==> src/rtl/labs_energy_pkg.sv <==
// rtl/labs_energy_pkg.sv - shared FSM encoding and energy-width helper for labs_energy
package labs_energy_pkg;

    typedef enum logic [1:0] {
        ST_IDLE = 2'd0,
        ST_RUN  = 2'd1,
        ST_DONE = 2'd2
    } state_t;

    // Bits needed for the worst-case energy of an all-equal sequence: sum (N-k)^2.
    function automatic int max_energy_width(input int n);
        int e_max;
        e_max = (n * (n - 1) * (2 * n - 1)) / 6;
        return $clog2(e_max + 1);
    endfunction

endpackage

==> src/rtl/labs_energy_corr_lag.sv <==
// rtl/labs_energy_corr_lag.sv - combinational aperiodic autocorrelation term C_k
module corr_lag
    import labs_energy_pkg::*;
#(
    parameter int SEQ_WIDTH = 8,
    parameter int CK_WIDTH  = 8,
    parameter int LAG_WIDTH = 4
) (
    input  logic [SEQ_WIDTH-1:0]       i_seq,
    input  logic [LAG_WIDTH-1:0]       i_lag,
    output logic signed [CK_WIDTH-1:0] o_ck
);

    logic [SEQ_WIDTH-1:0] w_match;
    int                   w_sum;

    // Bit i of w_match is set when element i agrees with element i+lag.
    assign w_match = ~(i_seq ^ (i_seq >> i_lag));

    always_comb begin
        w_sum = 0;
        for (int i = 0; i < SEQ_WIDTH; i++) begin
            if (i < SEQ_WIDTH - int'(i_lag)) begin
                w_sum = w_sum + (w_match[i] ? 1 : -1);
            end
        end
        o_ck = CK_WIDTH'(w_sum);
    end

endmodule

==> src/rtl/labs_energy.sv <==
// rtl/labs_energy.sv - sequential LABS energy evaluator with best-so-far record
module labs_energy
    import labs_energy_pkg::*;
#(
    parameter int SEQ_WIDTH = 8,
    parameter int CK_WIDTH  = 8,
    parameter int E_WIDTH   = 16
) (
    input  logic                 clk,
    input  logic                 rst,
    input  logic                 in_valid,
    output logic                 in_ready,
    input  logic [SEQ_WIDTH-1:0] in_seq,
    output logic                 out_valid,
    input  logic                 out_ready,
    output logic [E_WIDTH-1:0]   out_energy,
    output logic [SEQ_WIDTH-1:0] out_seq,
    input  logic                 clear_best,
    output logic                 best_valid,
    output logic [E_WIDTH-1:0]   best_energy,
    output logic [SEQ_WIDTH-1:0] best_seq
);

    localparam int             K_W    = $clog2(SEQ_WIDTH + 1);
    localparam logic [K_W-1:0] K_LAST = K_W'(SEQ_WIDTH);

    if (SEQ_WIDTH < 2 || SEQ_WIDTH > 64) begin : g_bad_seq_width
        $error("labs_energy: SEQ_WIDTH must be 2..64");
    end
    if (E_WIDTH < max_energy_width(SEQ_WIDTH)) begin : g_bad_e_width
        $error("labs_energy: E_WIDTH too narrow for worst-case energy");
    end
    if (CK_WIDTH < $clog2(SEQ_WIDTH) + 1) begin : g_bad_ck_width
        $error("labs_energy: CK_WIDTH too narrow for C_k");
    end

    state_t                        r_state;
    state_t                        w_next;
    logic [SEQ_WIDTH-1:0]          r_seq;
    logic [K_W-1:0]                r_k;
    logic [E_WIDTH-1:0]            r_acc;
    logic [E_WIDTH-1:0]            r_sq;
    logic [E_WIDTH-1:0]            r_out_energy;
    logic [SEQ_WIDTH-1:0]          r_out_seq;
    logic                          r_best_valid;
    logic [E_WIDTH-1:0]            r_best_energy;
    logic [SEQ_WIDTH-1:0]          r_best_seq;
    logic signed [CK_WIDTH-1:0]    w_ck;
    logic signed [2*CK_WIDTH-1:0]  w_ck_ext;
    logic signed [2*CK_WIDTH-1:0]  w_sq;
    logic [E_WIDTH-1:0]            w_energy;
    logic                          w_accept;
    logic                          w_finish;
    logic                          w_release;

    corr_lag #(
        .SEQ_WIDTH (SEQ_WIDTH),
        .CK_WIDTH  (CK_WIDTH),
        .LAG_WIDTH (K_W)
    ) u_corr_lag (
        .i_seq (r_seq),
        .i_lag (r_k),
        .o_ck  (w_ck)
    );

    assign w_ck_ext  = {{CK_WIDTH{w_ck[CK_WIDTH-1]}}, w_ck};
    assign w_sq      = w_ck_ext * w_ck_ext;
    assign w_energy  = r_acc + r_sq;
    assign w_accept  = (r_state == ST_IDLE) && in_valid;
    // Squares run one stage ahead of the sum, so the final add lands on the edge after lag N-1.
    assign w_finish  = (r_state == ST_RUN) && (r_k == K_LAST);
    assign w_release = (r_state == ST_DONE) && out_ready;

    always_ff @(posedge clk) begin
        if (rst) begin
            r_state <= ST_IDLE;
        end else begin
            r_state <= w_next;
        end
    end

    always_comb begin
        w_next = r_state;
        case (r_state)
            ST_IDLE: if (w_accept)  w_next = ST_RUN;
            ST_RUN:  if (w_finish)  w_next = ST_DONE;
            ST_DONE: if (w_release) w_next = ST_IDLE;
            default: w_next = ST_IDLE;
        endcase
    end

    always_comb begin
        in_ready  = 1'b0;
        out_valid = 1'b0;
        case (r_state)
            ST_IDLE: in_ready  = 1'b1;
            ST_DONE: out_valid = 1'b1;
            default: ;
        endcase
    end

    always_ff @(posedge clk) begin
        if (rst) begin
            r_seq         <= '0;
            r_k           <= '0;
            r_acc         <= '0;
            r_sq          <= '0;
            r_out_energy  <= '0;
            r_out_seq     <= '0;
            r_best_valid  <= 1'b0;
            r_best_energy <= '0;
            r_best_seq    <= '0;
        end else begin
            if (w_accept) begin
                r_seq <= in_seq;
                r_k   <= K_W'(1);
                r_acc <= '0;
                r_sq  <= '0;
            end else if ((r_state == ST_RUN) && !w_finish) begin
                r_sq  <= E_WIDTH'($unsigned(w_sq));
                r_acc <= w_energy;
                r_k   <= r_k + K_W'(1);
            end

            if (w_finish) begin
                r_out_energy <= w_energy;
                r_out_seq    <= r_seq;
            end

            // A clear on the same edge as a finishing result discards that result.
            if (clear_best) begin
                r_best_valid <= 1'b0;
            end else if (w_finish && (!r_best_valid || (w_energy < r_best_energy))) begin
                r_best_valid  <= 1'b1;
                r_best_energy <= w_energy;
                r_best_seq    <= r_seq;
            end
        end
    end

    assign out_energy  = r_out_energy;
    assign out_seq     = r_out_seq;
    assign best_valid  = r_best_valid;
    assign best_energy = r_best_energy;
    assign best_seq    = r_best_seq;

endmodule

==> config.mk <==
export PLATFORM = sky130hd
export DESIGN_NAME = labs_energy
export DESIGN_NICKNAME = d
export VERILOG_FILES = /design/src/rtl/labs_energy_pkg.sv /design/src/rtl/labs_energy_corr_lag.sv /design/src/rtl/labs_energy.sv
export SDC_FILE = /design/constraint.sdc
export NUM_CORES = 1
export LEC_CHECK = 0
export CAP_MARGIN = 20
export CORE_MARGIN = 4
export CORE_UTILIZATION = 40
export CTS_CLUSTER_SIZE = 30
export DETAILED_ROUTE_END_ITERATION = 12
export PLACE_DENSITY = 0.69
export SYNTH_ARGS = -nofsm -noshare
export SYNTH_HDL_FRONTEND = slang
export SYNTH_SLANG_ARGS = --single-unit
==> constraint.sdc <==
create_clock -name clk -period 12.8 [get_ports clk]
set_input_delay 1.92 -clock clk [delete_from_list [all_inputs] [get_ports clk]]
set_output_delay 1.92 -clock clk [all_outputs]
set_load 0.005 [all_outputs]
==> results by group <==
Logic synthesis
  – Yosys cell types: 77
  – Cell with the most instances after synthesis: nand2_1
  – Post-synth ARST share: 0%
  – #FFs+latches synth: 94
  – Ys Warns: 0
  – Top cell type's share of synthesized area: 18.6%
  – Synth area leader: dfxtp_1
  – Area contributors post-synth: dfxtp_1, ha_1, fa_1
  – Syn_area_per_cell: 7.69 µm²
  – Post-synthesis sequential area ratio: 18.6%
  – Synth Cell Area: 10,100 µm²
  – Synth cell count leaders: nand2_1, a21oi_1, inv_1, ha_1, dfxtp_1
  – Synthesized netlist net count: 1,478
  – Dominant synthesized flop cell: dfxtp_1
  – Cells after Synth: 1,313
  – Number of flops mapped to enable cells by yosys: 0

Cells and area
  – Antenna diode count: 0
  – Area Overhead vs Synth: 28.9%
  – Final net count: 1,643
  – Share of post-route cells with drive strength above 1: 20.2%

Critical path
  – Path length in cells of the critical path: 66
  – Crit path launch: r_k[0]$_SDFFE_PP0P_
  – Crit path max-delay family: adder cells
  – Reg2reg end: r_sq[15]$_SDFFE_PP0P_
  – Critical Path AT: 13.02 ns
  – Crit start category: flop
  – Worst path max stage delay: 0.52 ns
  – Worst Path Max Fanout: 7
  – Critical path class: flop to flop
  – CP endpoint kind: flop
  – Slowest cell on the critical path: fa_1
  – Reg2reg setup slack: 0.06 ns
  – Crit path buffers/inverters: 7
  – Most used cell, CP: ha_4
  – WP data required: 13.08 ns
  – Worst r2r path cells: 66
  – Worst setup path end: r_sq[15]$_SDFFE_PP0P_
  – Reg-to-Reg Start: r_k[0]$_SDFFE_PP0P_

Clocking
  – CTS tree: built
  – CTS Buf Count: 9
  – Clock Latency Late Sink: 0.35 ns
  – Num Clock Sinks: 94
  – CTS root buf: clkbuf_16
  – Bufs on Longest Clock Path: 2
  – Hold_buf cts: 0
  – Clock slew at reported path FFs: 0.08 ns
  – CTS H-Tree Depth: 3

Timing
  – Fmax: 78.5 MHz
  – Max_slew headroom: 24.4%
  – # setup viols final: 0
  – Max-slew violations: 0
  – Final Skew: 0.0122 ns
  – Setup WS post-layout: 0.0552 ns
  – RSZ-0062 raised after global routing: true
  – Fin crit period: 12.74 ns
  – Final period util: 99.6%
  – Worst Max-Slew Pin Slew: 1.13 ns
  – Final Hold Viols: 0

Routing
  – Routed Antenna Nets: 0
  – Vias per cell: 5.42
  – Iter 0 DRT Violations: 536
  – Drc violations: 0
  – Via count: 9,793
  – Initial DRT Pass Iterations: 5
  – Routed wire length: 28,000 µm
  – Drt wl/cell: 15.5 µm

Run
  – Number of max-cap violations: 0

Global route
  – Largest net degree at the start of global routing: 65
  – Congestion Overflow GR: 0
  – Vias in the first global route: 9,452
  – First-pass GRT wire length: 45,500 µm
  – Initial antenna violation count: 0
  – Total routing usage reported by global routing: 18.9%

Placed design
  – Port Buffers: 63
  – Post-DP HPWL: 20,700 µm
  – Placement Setup Slack: -0.390 ns
  – GP Congestion: 0.904

Min path
  – Hold Path Class: flop to flop

Floorplan
  – Starting Density: 41.0%
  – Die Y: 167 µm
  – Row cnt: 57
  – Num ports: 64
  – Die area: 27,900 µm²
  – Die Span X: 167 µm
  – CORE AREA: 24,600 µm²

Status
  – Status: finished, final reports clean
==> metrics by stage <==
step / TNS, ns / util (%) / hold slack (ns) / std cells / instance area (µm²)
finish: 0 / 52.9 / 0.456 / 1806 / 13000
global route: -2.85 / 52.9 / 0.482 / 1806 / 13000
CTS: 0 / 50.9 / 0.459 / 1791 / 12500
detailed placement: -1.23 / 48.6 / 0.449 / 1762 / 12000
global placement: 0 / 48.6 / 0.444 / 1762 / 12000
floorplan: 0 / - / 0.436 / 1313 / 10300
==> cell type report <==
type                    instances  area (µm²)
clock buffers                   9         225
clock inverters                 6        77.6
fillers                      2278       11600
inverters                     133         499
multi-input cells            1023        8070
flip-flops and latches         94        1890
well taps                     324         405
repair buffers                217        1850
==> metal layers <==
layer	wire length (µm)	track usage, %	vias up
met3	1010	2.25	26
met5	0	0	-
met1	12800	26.4	4725
li1	-	-	4837
met2	13900	32.2	205
met4	315	3.06	0
==> layout by cell type, fill, tap and decap left out, types with 6 or more instances in the layout <==
cell type / count
xor2_1: 11
and3_1: 8
and2_1: 8
fa_1: 50
o21ai_2: 8
inv_2: 11
nand3_1: 43
ha_1: 81
o211ai_1: 7
buf_4: 145
dfxtp_1: 93
mux2i_1: 17
o21bai_1: 9
o21a_1: 8
nor2_1: 90
xnor2_1: 44
clkbuf_16: 10
nand2b_1: 14
or2_2: 11
a21o_1: 30
nor2b_1: 16
or3_1: 8
o21ai_1: 9
inv_1: 122
nor3_1: 23
o21ai_0: 48
nand2_1: 165
xnor2_2: 6
a21oi_1: 125
a211oi_1: 12
a21oi_2: 8
clkdlybuf4s50_1: 62
a31oi_1: 15
mux2_2: 9
o31ai_1: 7
ha_4: 17
==> flip-flops by register name (all words and copies together) (netlist names) <==
name and flops:
r_state 2, out_energy 16, out_seq 8, best_energy 16
r_seq 8, best_valid 1, r_k 4, best_seq 8
r_sq 15, r_acc 16
==> how the worst min path moves through the flow <==
stage	from	endpoint	slack, ns	depth (start not counted)
after global placement	out_seq[4]$_SDFFE_PP0P_	out_seq[4]$_SDFFE_PP0P_	0.44	2
after CTS	out_seq[2]$_SDFFE_PP0P_	out_seq[2]$_SDFFE_PP0P_	0.46	2
final	out_seq[2]$_SDFFE_PP0P_	out_seq[2]$_SDFFE_PP0P_	0.46	2
after global routing	r_acc[10]$_SDFFE_PP0P_	r_acc[10]$_SDFFE_PP0P_	0.48	2
after detailed placement	out_seq[2]$_SDFFE_PP0P_	out_seq[2]$_SDFFE_PP0P_	0.45	2
after floorplan	r_sq[11]$_SDFFE_PP0P_	r_sq[11]$_SDFFE_PP0P_	0.44	2
==> tightest hold or removal path: stages (launching register included) <==
cell	delay, ns
dfxtp_1	0.31
nand2_1	0.05
a21oi_1	0.05
==> what timing repair did <==
action                                  CTS  global route
gates resized for setup                  40            69
gates cloned                              0             1
pin swaps                                41            58
setup buffers                            14            12
endpoints found under the setup margin    6             8
==> kinds of logic (layout without fill, tap and decap cells) <==
group / count (synthesis) / after routing / share of synthesized area [%]
flip-flops: 94 / 94 / 18.6
AND/OR/NAND/NOR: 428 / 428 / 19.4
adder cells (fa/ha/maj): 152 / 152 / 22.8
buffers and inverters: 196 / 365 / 7.60
AO/OA/AOI/OAI: 338 / 338 / 20.8
XOR/XNOR: 67 / 67 / 6.31
multiplexers: 38 / 38 / 4.45
Power is not shown: default switching activity piles up to over one toggle a cycle in this logic, so the estimate is an artifact.
